### config.mk
export PLATFORM = sky130hd
export DESIGN_NAME = pwm_multicanal
export DESIGN_NICKNAME = d
export VERILOG_FILES = /design/src/rtl/pwm_pkg.sv /design/src/rtl/pwm_contador.sv /design/src/rtl/pwm_multicanal.sv
export SDC_FILE = /design/constraint.sdc
export NUM_CORES = 1
export LEC_CHECK = 0
export ABC_AREA = 1
export CAP_MARGIN = 40
export CORE_UTILIZATION = 51
export DETAILED_ROUTE_END_ITERATION = 10
export PLACE_DENSITY = 0.69
export SLEW_MARGIN = 20
export SYNTH_ARGS = -nofsm -noshare
export SYNTH_HDL_FRONTEND = slang
export SYNTH_SLANG_ARGS = --single-unit
### constraint.sdc
create_clock -name clock -period 4.2 [get_ports clock]
set_clock_uncertainty 0.2 [all_clocks]
set_input_delay 0.84 -clock clock [delete_from_list [all_inputs] [get_ports clock]]
set_output_delay 0.84 -clock clock [all_outputs]
set_load 0.02 [all_outputs]
### src/rtl/pwm_pkg.sv
// Shared encodings and helpers for the multi-channel PWM generator.
package pwm_pkg;

    localparam logic MODO_BORDA  = 1'b0;
    localparam logic MODO_CENTRO = 1'b1;

    typedef enum logic {
        DIR_SUBIDA  = 1'b0,
        DIR_DESCIDA = 1'b1
    } direcao_t;

    // Channel index width; a single channel still needs one select bit.
    function automatic int largura_indice(input int n);
        return (n <= 1) ? 1 : $clog2(n);
    endfunction

endpackage

### src/rtl/pwm_contador.sv
// Shared period counter: edge (sawtooth) or center (triangle) counting,
// boundary decode and the strobe that loads the active registers.
module pwm_contador
    import pwm_pkg::*;
#(
    parameter int unsigned W = 16
) (
    input  logic         clock,
    input  logic         reset,
    input  logic         enable,
    input  logic [W-1:0] periodo_ativo,
    input  logic         modo_ativo,
    output logic [W-1:0] contagem,
    output logic         fim_c,
    output logic         carga_c
);

    direcao_t     direcao;
    direcao_t     direcao_prox;
    logic [W-1:0] contagem_prox;
    logic [W-1:0] p_ef;
    logic [W-1:0] p_m1;
    logic [W-1:0] p_m2;
    logic         fronteira;

    // Effective period is never below 2, so P-1 and P-2 cannot wrap.
    always_comb begin
        p_ef = (periodo_ativo < W'(2)) ? W'(2) : periodo_ativo;
        p_m1 = p_ef - W'(1);
        p_m2 = p_ef - W'(2);
    end

    always_comb begin
        fronteira     = 1'b0;
        contagem_prox = contagem + W'(1);
        direcao_prox  = direcao;
        if (modo_ativo == MODO_CENTRO) begin
            if (direcao == DIR_SUBIDA) begin
                if (contagem >= p_m1) begin
                    // With P=2 there is no descending leg: the top is the boundary.
                    if (p_m2 == '0) begin
                        fronteira     = 1'b1;
                        contagem_prox = '0;
                    end else begin
                        direcao_prox  = DIR_DESCIDA;
                        contagem_prox = p_m2;
                    end
                end
            end else begin
                if (contagem <= W'(1)) begin
                    fronteira     = 1'b1;
                    contagem_prox = '0;
                    direcao_prox  = DIR_SUBIDA;
                end else begin
                    contagem_prox = contagem - W'(1);
                end
            end
        end else begin
            if (contagem >= p_m1) begin
                fronteira     = 1'b1;
                contagem_prox = '0;
                direcao_prox  = DIR_SUBIDA;
            end
        end
        fim_c   = enable && fronteira;
        carga_c = fim_c || !enable;
    end

    always_ff @(posedge clock) begin
        if (!reset) begin
            contagem <= '0;
            direcao  <= DIR_SUBIDA;
        end else if (!enable) begin
            contagem <= '0;
            direcao  <= DIR_SUBIDA;
        end else begin
            contagem <= contagem_prox;
            direcao  <= direcao_prox;
        end
    end

endmodule

### src/rtl/pwm_multicanal.sv
// N-channel PWM generator on one shared counter; duty, period and mode are
// double-buffered and only take effect at a period boundary.
module pwm_multicanal
    import pwm_pkg::*;
#(
    parameter int unsigned  N_CANAIS        = 4,
    parameter int unsigned  W               = 16,
    parameter int unsigned  PERIODO_DEFAULT = 1250,
    localparam int unsigned CW              = largura_indice(N_CANAIS)
) (
    input  logic                clock,
    input  logic                reset,
    input  logic                enable,
    input  logic                wr_en,
    input  logic [CW-1:0]       wr_canal,
    input  logic [W-1:0]        wr_dado,
    input  logic                per_en,
    input  logic [W-1:0]        periodo,
    input  logic                modo,
    output logic [N_CANAIS-1:0] pwm,
    output logic [N_CANAIS-1:0] db_pwm,
    output logic                fim_periodo,
    output logic [N_CANAIS-1:0] pendente
);

    logic [W-1:0]        contagem;
    logic                fim_c;
    logic                carga_c;
    logic [W-1:0]        per_sombra;
    logic [W-1:0]        periodo_ativo;
    logic                modo_ativo;
    logic [N_CANAIS-1:0] pwm_prox;
    logic [N_CANAIS-1:0] pend_prox;

    pwm_contador #(
        .W(W)
    ) u_contador (
        .clock         (clock),
        .reset         (reset),
        .enable        (enable),
        .periodo_ativo (periodo_ativo),
        .modo_ativo    (modo_ativo),
        .contagem      (contagem),
        .fim_c         (fim_c),
        .carga_c       (carga_c)
    );

    // Period/mode buffers; a write coinciding with the load is forwarded.
    always_ff @(posedge clock) begin
        if (!reset) begin
            per_sombra    <= W'(PERIODO_DEFAULT);
            periodo_ativo <= W'(PERIODO_DEFAULT);
            modo_ativo    <= MODO_BORDA;
        end else begin
            if (per_en) begin
                per_sombra <= periodo;
            end
            if (carga_c) begin
                periodo_ativo <= per_en ? periodo : per_sombra;
                modo_ativo    <= modo;
            end
        end
    end

    for (genvar i = 0; i < int'(N_CANAIS); i++) begin : g_canal
        logic [W-1:0] sombra;
        logic [W-1:0] duty_ativo;
        logic         escrita;

        // Out-of-range indices never match, so such writes are dropped.
        assign escrita = wr_en && (wr_canal == CW'(i));

        always_ff @(posedge clock) begin
            if (!reset) begin
                sombra     <= '0;
                duty_ativo <= '0;
            end else begin
                if (escrita) begin
                    sombra <= wr_dado;
                end
                if (carga_c) begin
                    duty_ativo <= escrita ? wr_dado : sombra;
                end
            end
        end

        assign pwm_prox[i]  = enable && (contagem < duty_ativo);
        assign pend_prox[i] = carga_c ? 1'b0 : (escrita ? 1'b1 : pendente[i]);
    end

    always_ff @(posedge clock) begin
        if (!reset) begin
            pwm         <= '0;
            fim_periodo <= 1'b0;
            pendente    <= '0;
        end else begin
            pwm         <= pwm_prox;
            fim_periodo <= fim_c;
            pendente    <= pend_prox;
        end
    end

    assign db_pwm = pwm;

endmodule

==> flow_summary.toml, run 1 <==
[final_layout]
nets = 1547
post-route-util_pct = 61.6
post-route-cell-area_um2 = 12100
antenna_cells = 0
drive_gt1_share_pct = 8.70
final_common_cell = "nand2_1"
mostFrequentLayoutCells = "217 x nand2_1, 199 x inv_1, 186 x dfxtp_1"
area.growth.synth_to_final_pct = 17.9

[placement]
place_area_um2 = 11100
place.port_buffers = 52
hpwlAfterDp_um = 18600
gp_congestion = 0.940

[logic_synthesis]
synth.distinct_cells = 42
synthXorXnorAreaFrac_pct = 2.82
synth-adder-area-share_pct = 10.1
synth_compound_area_share_pct = 10.6
avgSynthCellArea_um2 = 7.51
ys.flop_type = "dfxtp_1"
synth_mux_area_share_pct = 7.33
synth_simple_gate_area_share_pct = 21.7
syn_area_um2 = 10200
netlist_instances = 1363
synth_edf_count = 0
synth_top_family_by_area = "simple AND/OR/NAND/NOR gates"
yosysSeqAreaShare_pct = 36.6
async_flop_share_pct = 0
ys_ff_latch = 187
yosys_warnings = 0
synthesis.nets = 1486

[global_routing]
grt_util_all_layers_pct = 26.5
grt_pass1_wl_um = 41700
overflow = 0
grt_pass1_vias = 8184
grt_max_degree = 78
grt_antenna_before_repair = 0

[routing]
wl_met3_um = 1540
vias_per_cell = 5.28
drt_wl_total_um = 27600
drc = 0
top_layer = "met4"
met1_length_um = 12900
wl_met2_um = 12700
initialDrtViolationCount = 648
antenna_left = 0
dr.pass1.iters = 7
wl_per_cell_um = 16.2
num_vias = 8989

[critical_path]
crit_slowest_cell = "dfxtp_1"
r2r_slack_ps = 260
crit_type = "reg -> reg"
critPathLaunchType = "register"
cp.required_ps = 4340
critPathCaptureType = "register"
crit_fanout = 14
cp.arrival_ps = 4090
cpPeakStageDelay_ps = 330

[clock_tree]
root_buffer = "clkbuf_16"
cts_tree = "done"
htreeDepth = 4
cts_made_buffers = 17
cts_buffer_depth = 2
cts_sinks = 187
clock_latency_ps = 440
clk_pin_slew_ps = 70

[floorplan]
die_w_um = 144
row_count = 51
core-area_um2 = 19600
io_pins = 53
initial_core_util_pct = 52.2
die_y_um = 144
die_area_um2 = 20600

[timing]
timing.hold.ws_ps = 250
setup_viol = 0
fmax_mhz = 254
period_share_pct = 93.9
worst_pin_slew_ps = 625
finalMaxSlewViolations = 0
maxSlewHeadroom_pct = 58.3
final_hold_viol_count = 0
fin_crit_ps = 3940

[min_path]
hp-class = "reg -> reg"

[power_and_ir_drop]
max-vdd-ir-drop_uv = 275
leakage_uw = 0.00615
power-per-cell-area_nw_per_um2 = 381

[status]
status = "completed"

[run]
cap_violations = 0
-- synthesized netlist by cell type, types with 2 or more instances --
cell type | n | area, µm²
o22ai_1 | 3 | 18.8
nand3b_1 | 5 | 37.5
inv_2 | 5 | 18.8
nand2_2 | 4 | 25.0
a21o_1 | 3 | 22.5
clkbuf_1 | 43 | 161
nor3_1 | 12 | 60.1
nand4_1 | 18 | 113
o211ai_1 | 5 | 37.5
nor2_2 | 7 | 43.8
inv_1 | 201 | 754
a31oi_1 | 3 | 18.8
and3_1 | 2 | 12.5
xnor2_1 | 3 | 26.3
a211o_1 | 3 | 26.3
o31ai_1 | 3 | 22.5
xor2_1 | 30 | 263
buf_2 | 4 | 20.0
nor2_1 | 129 | 484
ha_1 | 83 | 1040
dfxtp_1 | 187 | 3740
a21oi_1 | 59 | 295
buf_1 | 4 | 15.0
nand3_1 | 109 | 546
buf_4 | 4 | 30.0
a21boi_0 | 4 | 30.0
nand2_1 | 221 | 830
buf_6 | 9 | 101
mux2i_1 | 75 | 751
nor3_2 | 3 | 30.0
o21ai_0 | 75 | 375
o21ai_1 | 34 | 170
a211oi_1 | 4 | 30.0
-- timing repair --
item                                    4_1_cts  5_1_grt
buffers inserted                              0        2
gates resized for setup                       0       39
hold buffers                                  0        0
endpoints found under the setup margin        0      101
-- report_power, final --
part | switching (µW) | internal, µW | total [µW]
logic | 585 | 384 | 969
registers | 46.9 | 1890 | 1940
clock network | 744 | 951 | 1700
-- cells by family after synthesis --
group | count (synthesis)
buffers and inverters | 270
adder cells (fa/ha/maj) | 83
AND/OR/NAND/NOR | 514
AO/OA/AOI/OAI | 201
multiplexers | 75
flip-flops | 187
XOR/XNOR | 33
-- layer usage --
layer	track usage, %	up-vias
met5	0	-
met2	43.5	249
met4	6.66	0
met1	35.9	4161
met3	4.33	36
li1	-	4543
-- flip-flops by register name, indices dropped and copies added (netlist names) --
signal               cells
periodo_ativo           16
g_canal.sombra          64
per_sombra              16
modo_ativo               1
u_contador.direcao       1
g_canal.duty_ativo      64
fim_periodo              1
u_contador.contagem     16
pendente                 4
db_pwm                   4
-- critical path, delay by kind of cell, from the launching register on --
| kind | cells | cell delay (ps) |
|---|---|---|
| and+or+nand+nor | 15 | 1580 |
| AOI/OAI and AO/OA | 4 | 620 |
| adders and majority gates | 2 | 480 |
| buffers and inverters | 5 | 470 |
| DFF | 1 | 330 |
| xor gates and xnor gates | 1 | 150 |
-- through the flow --
step | power (µW) | std cells | setup TNS [ps] | setup slack (ps)
final | 4600 | 1701 | 0 | 256
after global routing | 4820 | 1701 | -1410 | -75.7
after detailed placement | 2860 | 1660 | 0 | 150
after global placement | 2840 | 1660 | 0 | 213
after floorplan | 2570 | 1363 | 0 | 291
after CTS | 4540 | 1691 | 0 | 114
-- layout make-up --
| type | count | area, µm² |
|---|---|---|
| inverters | 206 | 776 |
| fillers | 1781 | 7520 |
| well taps | 265 | 332 |
| clock buffers | 18 | 429 |
| repair buffers | 105 | 1110 |
| clock inverters | 13 | 178 |
| flip-flops and latches | 187 | 3740 |
| multi-input cells | 907 | 5510 |
-- worst paths after layout --
kind,startpoint,to,cells past startpoint
max,periodo_ativo[10],g_canal[0].duty_ativo[11],27
min,pendente[3],pendente[3],2
max reg2reg,periodo_ativo[10],g_canal[0].duty_ativo[11],27
min reg2reg,pendente[3],pendente[3],2
Power figures use the tool's default switching activity.
==> run 2, diff against run 1 <==
--- a/config.mk
+++ b/config.mk
@@ -9,5 +9,4 @@
 export CAP_MARGIN = 40
-export CORE_UTILIZATION = 51
+export CORE_UTILIZATION = 40
 export DETAILED_ROUTE_END_ITERATION = 10
-export PLACE_DENSITY = 0.69
 export SLEW_MARGIN = 20
--- a/constraint.sdc
+++ b/constraint.sdc
@@ -4,2 +4,2 @@
 set_output_delay 0.84 -clock clock [all_outputs]
-set_load 0.02 [all_outputs]
+set_load 0.05 [all_outputs]
==> run 2 against run 1 <==
Clock power fell by 5%. Die area up 27%. Via count shrank 1.4%. Total power fell by 2.2%. Combinational power down 2%.
==> flow_summary.toml, run 2 (same netlist as run 1, synthesis figures left out) <==
[status]
status = "completed"

[power_and_ir_drop]
p_switching_uw = 1440
clockPowerShare_pct = 35.9
seqPwrFrac_pct = 43.0
max-vdd-ir-drop_uv = 273
power_uw = 4500
p_int_uw = 3060
leakage_uw = 0.00611
switching_share_pct = 31.9
comb_power_share_pct = 21.1
power-per-cell-area_nw_per_um2 = 375

[final_layout]
drive_gt1_share_pct = 8.36
top_regs = "g_canal.duty_ativo (64), g_canal.sombra (64)"
fillers = 2585
mostFrequentLayoutCells = "218 x nand2_1, 199 x inv_1, 186 x dfxtp_1"
area.growth.synth_to_final_pct = 17.4
instances_no_fill = 1765
final_common_cell = "nand2_1"
antenna_cells = 0
nets = 1545

[floorplan]
die_w_um = 162
core-area_um2 = 25100
row_count = 58
die_area_um2 = 26200
die_y_um = 162
initial_core_util_pct = 40.8
io_pins = 53

[timing]
period_share_pct = 91.9
setup_viol = 0
worst_pin_slew_ps = 675
final_hold_viol_count = 0
setup_tns_ps = 0
maxSlewHeadroom_pct = 54.9
finalMaxSlewViolations = 0
fmax_mhz = 259
fin_crit_ps = 3860

[critical_path]
crit_type = "reg -> reg"
cp.arrival_ps = 3990
crit_fanout = 43
cp.required_ps = 4330
critPathCaptureType = "register"
worstSetupStartpoint = "periodo_ativo[12]"
r2r-end = "g_canal[0].duty_ativo[8]"
r2r_cells = 27
r2r_slack_ps = 340
crit_end = "g_canal[0].duty_ativo[8]"
rr_startpoint = "periodo_ativo[12]"
critPathLaunchType = "register"

[clock_tree]
cts_buffer_depth = 2
clk_pin_slew_ps = 80
cts_made_buffers = 17
clock_latency_ps = 440
htreeDepth = 4
cts_tree = "done"
cts_sinks = 187
root_buffer = "clkbuf_16"
cts_setup_buffers = 0

[global_routing]
grt_antenna_before_repair = 0
grt_pass1_wl_um = 43600
overflow = 0
grt_max_degree = 56
grt_util_all_layers_pct = 21.3
grt_pass1_vias = 8460

[routing]
drc = 0
dr.pass1.iters = 5
num_vias = 8864
drt_wl_total_um = 26900
vias_per_cell = 5.02
initialDrtViolationCount = 507
antenna_left = 0
wl_per_cell_um = 15.2

[placement]
hpwlAfterDp_um = 19300
gp_congestion = 0.869
dpl.cell_count = 1731
place.port_buffers = 52

[run]
cap_violations = 0

[min_path]
hp-class = "reg -> reg"
-- run 2: cell count changes in the layout (fill, tap and decap cells not counted), sizes merged --
cell	delta
clkinv	+9
clkbuf	-5
buf	+3
inv	-3
nand2	-1
bufinv	-3
clkinvlp	-1
-- run 2: timing repair --
item / 4_1_cts / 5_1_grt
endpoints found under the setup margin: 0 / 102
gates resized for setup: 0 / 25
hold buffers: 0 / 0
-- run 2: routing by layer --
layer | track usage, % | up-vias | wire length (µm)
met3 | 2.63 | 41 | 960
met2 | 37.4 | 182 | 13200
met5 | 0 | - | 0
met1 | 26.5 | 4097 | 12100
met4 | 7.68 | 0 | 616
li1 | - | 4544 | -
-- run 2: stage by stage --
stage	hold WS, ps	area (µm²)	worst slack (ps)	utilization, %
floorplan	227	10200	291	-
global placement	236	11300	172	45.0
detailed placement	246	11300	93.9	45.0
CTS	261	11900	58.4	47.4
global route	280	12000	-26.7	47.8
finish	255	12000	340	47.8
-- run 2: power by group through the flow --
stage	Combinational (µW)	Clock, µW	Sequential [µW]
floorplan	600	0	1990
global placement	915	0	1970
detailed placement	919	0	1970
CTS	927	1650	1930
global route	1070	1720	1950
finish	951	1610	1930
-- run 2: final cells by class --
class	instances	area [µm²]	share of cell area, %
Clock buffer	17	425	3.54
Clock inverter	15	178	1.48
Sequential cell	187	3740	31.2
Timing Repair Buffer	104	1020	8.51
Multi-Input combinational cell	906	5450	45.4
Inverter	206	776	6.46
Tap cell	330	413	3.44
-- run 2: worst min path at each step --
stage,end,startpoint,depth (start not counted)
floorplan,per_sombra[10],per_sombra[10],2
global placement,pendente[2],pendente[2],2
detailed placement,pendente[2],pendente[2],2
CTS,pendente[3],pendente[3],2
global route,pendente[0],pendente[0],2
finish,pendente[2],pendente[2],2
-- run 2: worst max-delay path, cell delays in order, from the launching register on --
cell	delay [ps]
dfxtp_1	340
nor2_2	150
nand2_2	90
nor2_4	140
nand2_2	70
inv_2	80
nor2_4	50
ha_1	170
nand2_1	200
nand2_1	100
xor2_1	150
ha_1	290
nand2_1	70
o21ai_0	270
nand2_1	90
o211ai_1	100
a21boi_1	90
nand2_1	100
nand3_1	80
nand2_1	60
nand2_1	80
nand2_2	90
nand2_4	60
nand2_2	120
buf_12	230
o21ai_0	140
nand2_1	90
inv_1	30
